==> config.mk <==
export PLATFORM = sky130hd
export DESIGN_NAME = regfile_sb_flat
export DESIGN_NICKNAME = d
export VERILOG_FILES = /design/src/rtl/regfile_sb_if.sv /design/src/rtl/regfile_sb.sv /design/src/flat_wrapper.sv
export SDC_FILE = /design/constraint.sdc
export NUM_CORES = 2
export LEC_CHECK = 0
export ABC_AREA = 1
export ABC_CLOCK_PERIOD_IN_PS = 45600
export CORE_AREA = 2 2 255 446
export DETAILED_ROUTE_END_ITERATION = 6
export DIE_AREA = 0 0 257 448
export GPL_ROUTABILITY_DRIVEN = 0
export PLACE_DENSITY_LB_ADDON = 0.15
export SETUP_SLACK_MARGIN = 0.3
export SLEW_MARGIN = 0
export SYNTH_ARGS = -nofsm -noshare
export SYNTH_HDL_FRONTEND = slang
export SYNTH_SLANG_ARGS = --single-unit
==> constraint.sdc <==
create_clock -name clk -period 45.6 [get_ports clk]
set_input_delay 9.12 -clock clk [delete_from_list [all_inputs] [get_ports clk]]
set_output_delay 9.12 -clock clk [all_outputs]
set_load 0.005 [all_outputs]
==> src/rtl/regfile_sb_if.sv <==
// Decode/writeback-facing bus of the scoreboarded register file.
// Master drives read addresses, the write port and scoreboard sets; slave is the register file.
interface regfile_sb_if #(
    parameter int XLEN  = 32,
    parameter int NREAD = 2,
    parameter int AW    = 5
);
    logic [NREAD*AW-1:0]   rd_addr;
    logic [NREAD*XLEN-1:0] rd_data;
    logic [NREAD-1:0]      rd_busy;
    logic                  wr_en;
    logic [AW-1:0]         wr_addr;
    logic [XLEN-1:0]       wr_data;
    logic                  sb_set;
    logic [AW-1:0]         sb_addr;
    logic                  any_busy;

    modport master (
        output rd_addr, wr_en, wr_addr, wr_data, sb_set, sb_addr,
        input  rd_data, rd_busy, any_busy
    );

    modport slave (
        input  rd_addr, wr_en, wr_addr, wr_data, sb_set, sb_addr,
        output rd_data, rd_busy, any_busy
    );
endinterface

==> src/rtl/regfile_sb.sv <==
// Integer register file with NREAD registered read ports, write-first bypass,
// optional hardwired-zero register 0 and a per-register pending-write scoreboard.
module regfile_sb #(
    parameter int XLEN     = 32,
    parameter int NREGS    = 32,
    parameter int NREAD    = 2,
    parameter int ZERO_REG = 1,
    localparam int AW      = $clog2(NREGS)
) (
    input  logic         clk,
    input  logic         rst,
    regfile_sb_if.slave  bus
);

    logic [XLEN-1:0]       regs_q [NREGS];
    logic [NREGS-1:0]      pend_q;
    logic [NREGS-1:0]      pend_d;
    logic [NREAD*XLEN-1:0] rd_data_q;
    logic [NREAD*XLEN-1:0] rd_data_d;
    logic [NREAD-1:0]      rd_busy_q;
    logic [NREAD-1:0]      rd_busy_d;
    logic                  wr_ok;
    logic                  sb_ok;
    logic                  any_busy;

    function automatic logic addr_ok(input logic [AW-1:0] a);
        return int'(a) < NREGS;
    endfunction

    // Register 0 is excluded from storage and scoreboard when hardwired to zero.
    function automatic logic writable(input logic [AW-1:0] a);
        return addr_ok(a) && !((ZERO_REG != 0) && (a == AW'(0)));
    endfunction

    assign wr_ok = bus.wr_en  && writable(bus.wr_addr);
    assign sb_ok = bus.sb_set && writable(bus.sb_addr);

    // Next pending state: a set beats a same-address clear since a newer writer is in flight.
    always_comb begin
        pend_d = pend_q;
        for (int i = 0; i < NREGS; i++) begin
            pend_d[i] = (sb_ok && (bus.sb_addr == AW'(i))) ? 1'b1 :
                        (wr_ok && (bus.wr_addr == AW'(i))) ? 1'b0 : pend_q[i];
        end
    end

    // Read-port next values, bypassing the same-cycle write and scoreboard update.
    always_comb begin
        logic [AW-1:0] a;
        a         = AW'(0);
        rd_data_d = (NREAD*XLEN)'(0);
        rd_busy_d = NREAD'(0);
        for (int k = 0; k < NREAD; k++) begin
            a = bus.rd_addr[k*AW +: AW];
            rd_data_d[k*XLEN +: XLEN] = !writable(a) ? XLEN'(0) :
                                        (wr_ok && (bus.wr_addr == a)) ? bus.wr_data : regs_q[a];
            rd_busy_d[k] = addr_ok(a) ? pend_d[a] : 1'b0;
        end
    end

    // Stall hint from the committed pending bits only.
    always_comb begin
        logic [AW-1:0] a;
        a        = AW'(0);
        any_busy = 1'b0;
        for (int k = 0; k < NREAD; k++) begin
            a        = bus.rd_addr[k*AW +: AW];
            any_busy = any_busy | (addr_ok(a) & pend_q[a]);
        end
    end

    // Storage array update.
    always_ff @(posedge clk or posedge rst) begin
        if (rst) begin
            for (int i = 0; i < NREGS; i++) begin
                regs_q[i] <= XLEN'(0);
            end
        end else begin
            for (int i = 0; i < NREGS; i++) begin
                if (wr_ok && (bus.wr_addr == AW'(i))) begin
                    regs_q[i] <= bus.wr_data;
                end
            end
        end
    end

    // Scoreboard and registered read outputs.
    always_ff @(posedge clk or posedge rst) begin
        if (rst) begin
            pend_q    <= NREGS'(0);
            rd_data_q <= (NREAD*XLEN)'(0);
            rd_busy_q <= NREAD'(0);
        end else begin
            pend_q    <= pend_d;
            rd_data_q <= rd_data_d;
            rd_busy_q <= rd_busy_d;
        end
    end

    assign bus.rd_data  = rd_data_q;
    assign bus.rd_busy  = rd_busy_q;
    assign bus.any_busy = any_busy;

endmodule

==> src/flat_wrapper.sv <==
// flat-port wrapper written by rule: the top's interface ports become plain ports
module regfile_sb_flat 
#(
    parameter int XLEN     = 32,
    parameter int NREGS    = 32,
    parameter int NREAD    = 2,
    parameter int ZERO_REG = 1,
    localparam int AW      = $clog2(NREGS)
)
  (clk, rst, bus_rd_addr, bus_wr_en, bus_wr_addr, bus_wr_data, bus_sb_set, bus_sb_addr, bus_rd_data, bus_rd_busy, bus_any_busy);
  regfile_sb_if #(.XLEN(XLEN), .NREAD(NREAD), .AW(($clog2(NREGS)))) bus_i ();
  input  logic clk;
  input  logic rst;
  input wire logic [$bits(bus_i.rd_addr)-1:0] bus_rd_addr;
  input wire logic [$bits(bus_i.wr_en)-1:0] bus_wr_en;
  input wire logic [$bits(bus_i.wr_addr)-1:0] bus_wr_addr;
  input wire logic [$bits(bus_i.wr_data)-1:0] bus_wr_data;
  input wire logic [$bits(bus_i.sb_set)-1:0] bus_sb_set;
  input wire logic [$bits(bus_i.sb_addr)-1:0] bus_sb_addr;
  output wire logic [$bits(bus_i.rd_data)-1:0] bus_rd_data;
  output wire logic [$bits(bus_i.rd_busy)-1:0] bus_rd_busy;
  output wire logic [$bits(bus_i.any_busy)-1:0] bus_any_busy;
  assign bus_i.rd_addr = bus_rd_addr;
  assign bus_i.wr_en = bus_wr_en;
  assign bus_i.wr_addr = bus_wr_addr;
  assign bus_i.wr_data = bus_wr_data;
  assign bus_i.sb_set = bus_sb_set;
  assign bus_i.sb_addr = bus_sb_addr;
  assign bus_rd_data = bus_i.rd_data;
  assign bus_rd_busy = bus_i.rd_busy;
  assign bus_any_busy = bus_i.any_busy;
  regfile_sb #(.XLEN(XLEN), .NREGS(NREGS), .NREAD(NREAD), .ZERO_REG(ZERO_REG)) u_core (.clk(clk), .rst(rst), .bus(bus_i));
endmodule
==> summary.txt <==
Setup path
  – Crit path max fanout: 132
  – Start-to-end type of the worst setup path: input port to primary output
  – CP max-delay cell: sky130_fd_sc_hd__clkinv_2
  – Setup crit start kind: input port
  – Dominant delay contributor by cell family on the critical path: buffers and inverters
  – Endpoint type of the worst setup path: primary output
  – Arrival time at the worst endpoint: 12.60 ns
  – Buffers plus inverters on the worst setup path: 4
  – Cell-by-cell trace of the critical path: buf_8 > clkinv_2 > buf_4 > o21ai_0 > o22ai_1 > o21ai_0 > o221ai_1 > o21ai_0 > nand2_1 > clkdlybuf4s50_1
  – Slack of the worst reg-to-reg path: 43.43 ns
  – Most used cell along the critical path: sky130_fd_sc_hd__o21ai_0
  – Largest stage delay, worst path: 0.67 ns
  – Crit path required time: 36.48 ns

Clocking
  – CTS Sinks: 1122
  – Hold-fix buffers, CTS: 0
  – Master cell of the clock root buffer: sky130_fd_sc_hd__clkbuf_16
  – Post-CTS setup buffer count: 0
  – Clock transition at the registers of the reported paths: 0.06 ns
  – Max clock buf depth: 3
  – Source-to-sink clock delay at the later pin of the worst-skew pair: 0.75 ns
  – CTS H-tree lvls: 3
  – Post-cts sizing count: 0
  – CTS tree: done
  – TritonCTS buffer count: 106

STA
  – Post-route fraction of the period consumed by the critical path: 0.476
  – Worst Clk Skew: 0.0338 ns
  – Count of final hold-check violations: 0
  – Maximum clock rate: 46.0 MHz
  – Slew Viols, Final: 0
  – Minimum clock period: 21.72 ns
  – Post-layout worst setup margin: 23.88 ns
  – Slew Limit Headroom: 0.244
  – Final setup viols: 0
  – Setup TNS after final layout: 0 ns
  – Worst slew pin tran: 1.13 ns
  – Setup repair after global routing missed its margin: no

Power and ir drop
  – Reported leakage power: 0.0290 uW
  – Maximum resistive drop on vdd: 0.0000279 V
  – Power Density: 42.9 mW/mm^2

Global route
  – Number of antenna violations at the first check in global routing: 18
  – Maximum number of pins on one net before global-route repair: 192
  – Via count of the first global-routing pass: 55800
  – Final global-route overflow total: 0
  – GRT Total Usage: 0.406
  – Wire length of the first global-routing pass: 351000 um

Die
  – Placeable Area: 0.111 mm^2
  – Overall die height: 448 um
  – Total Die Area: 0.115 mm^2
  – Row Count: 162
  – Initial Util: 0.548
  – I/O pin count: 123
  – Die span in x: 257 um

Synthesis
  – Post-synth top area share: 0.460
  – Sequential-to-total area share from yosys stat: 0.460
  – Mapped Nets: 8119
  – Mean instance size in the synthesized netlist: 7.57 um^2
  – Synth warn: 0
  – Largest area contributor in the synthesized netlist: sky130_fd_sc_hd__dfrtp_1
  – Count of mapped cells out of synthesis: 8063
  – Top cells by area in the synthesized netlist: sky130_fd_sc_hd__dfrtp_1, sky130_fd_sc_hd__o21ai_0, sky130_fd_sc_hd__nand2_1, sky130_fd_sc_hd__nand3_1, sky130_fd_sc_hd__a21oi_1
  – Total of flip-flops plus latches after synthesis: 1122
  – Mapped Area: 0.0610 mm^2
  – Distinct cell type count of the synthesized netlist: 34

Route
  – Final ANT Viol Nets: 0
  – First drt pass iteration count: 7
  – Number of vias per cell after detailed routing: 6.48
  – Starting DRT DRC Count: 8420
  – Total length of routed wires: 236000 um
  – Remaining design rule violation count: 19
  – Overall via count from detail_route: 59300
  – WL per Instance: 25.8 um

Run status
  – Result of the run: finished, violations left
  – Violated checks: design-rule violations

Cells and area
  – Share of layout cells above drive strength 1: 0.0461
  – Nets: 7635
  – Layout overhead on the synthesized area: 6.68%
  – Finished Core Util: 0.585

Placed design
  – Port-buffer cells: 122
  – Pre-CTS setup slack: 24.02 ns
  – Detail Placement HPWL: 133000 um

Hold path
  – Worst min-delay path category: flop to flop

Job
  – Max-cap check violation count: 0
==> layout make-up <==
cell class / count / area (um^2)
fill: 10300 / 46200
clock inverter: 30 / 410
inverter: 590 / 2240
antenna: 10 / 25.0
sequential: 1122 / 28100
tap: 1476 / 1850
timing repair buffer: 235 / 2170
clock buffer: 162 / 3200
multi-input combinational: 5524 / 27100
==> cell usage in the layout, fill, tap and decap left out, types with 14 or more instances in the layout <==
cell,count
sky130_fd_sc_hd__a211oi_1,17
sky130_fd_sc_hd__a21oi_1,642
sky130_fd_sc_hd__buf_4,110
sky130_fd_sc_hd__clkbuf_1,26
sky130_fd_sc_hd__clkbuf_16,109
sky130_fd_sc_hd__clkbuf_8,27
sky130_fd_sc_hd__clkdlybuf4s50_1,112
sky130_fd_sc_hd__clkinv_2,19
sky130_fd_sc_hd__dfrtp_1,1122
sky130_fd_sc_hd__inv_1,571
sky130_fd_sc_hd__nand2_1,1637
sky130_fd_sc_hd__nand2_4,15
sky130_fd_sc_hd__nand3_1,826
sky130_fd_sc_hd__nor2_1,113
sky130_fd_sc_hd__o2111ai_1,14
sky130_fd_sc_hd__o211ai_1,424
sky130_fd_sc_hd__o21ai_0,1697
sky130_fd_sc_hd__o21ai_1,40
sky130_fd_sc_hd__o221ai_1,27
sky130_fd_sc_hd__o22ai_1,14
==> path summary, 6_finish.rpt <==
| check | start | to | depth (start not counted) |
|---|---|---|---|
| min in group asynchronous | rst | u_core.regs_q[784] | 2 |
| max in group asynchronous | rst | u_core.regs_q[1016] | 6 |
| setup reg to reg | u_core.regs_q[851] | u_core.bus.rd_data[51] | 8 |
| hold / removal | u_core.regs_q[993] | u_core.regs_q[993] | 0 |
| hold reg to reg | u_core.regs_q[993] | u_core.regs_q[993] | 0 |
| setup / recovery | bus_rd_addr[5] | bus_any_busy | 10 |
==> per-stage QoR <==
step	total power, uW	cell area (um^2)	hold slack, ns	std cells
global placement	1830	61500	0.375	8947
global route	2930	65100	0.409	9143
CTS	2780	65100	0.394	9139
finish	2790	65100	0.395	9149
detailed placement	1850	61500	0.380	8947
floorplan	1680	61000	0.440	8063
==> cells in the mapped netlist (all sizes together) <==
library cell / instances
inv: 587
o221ai: 27
a31oi: 5
o211ai: 424
o21ai: 1737
nand3: 837
clkbuf: 396
dfrtp: 1122
nand4: 8
nor3: 8
nor2: 119
nand2: 1655
a211oi: 26
xor2: 8
clkinv: 3
o2111ai: 14
a21oi: 642
o22ai: 14
buf: 431
==> flip-flops by register name (all words and copies together) (netlist names) <==
| register | cells |
|---|---|
| u_core.bus.rd_busy | 2 |
| u_core.pend_q | 32 |
| u_core.bus.rd_data | 64 |
| u_core.regs_q | 1024 |
==> kinds of logic after synthesis <==
family | Yosys count | share of synthesized area
xor+xnor | 8 | 0.00115
buf+inv | 1417 | 0.0992
compound gates | 2889 | 0.259
simple gates | 2627 | 0.180
flops | 1122 | 0.460
==> metal layers <==
layer  routed length, um  GRT usage
met3               26500     0.0936
met5                  53          0
met4               19300      0.291
met2              106000      0.632
met1               84100      0.498
==> worst register-to-register path, cell delays in order (launching register included) <==
cell and delay, ns:
sky130_fd_sc_hd__dfrtp_1 0.35, sky130_fd_sc_hd__inv_1 0.06, sky130_fd_sc_hd__a21oi_1 0.10, sky130_fd_sc_hd__o21ai_0 0.12, sky130_fd_sc_hd__nand3_1 0.15, sky130_fd_sc_hd__nand3_1 0.10, sky130_fd_sc_hd__nand3_1 0.12, sky130_fd_sc_hd__a21oi_1 0.09
sky130_fd_sc_hd__a211oi_1 0.90
==> report_power, final <==
part           switching (uW)  total, uW  internal [uW]
clock network             406        943            537
registers                 120       1300           1180
logic                     357        548            191
Power figures use the tool's default switching activity.
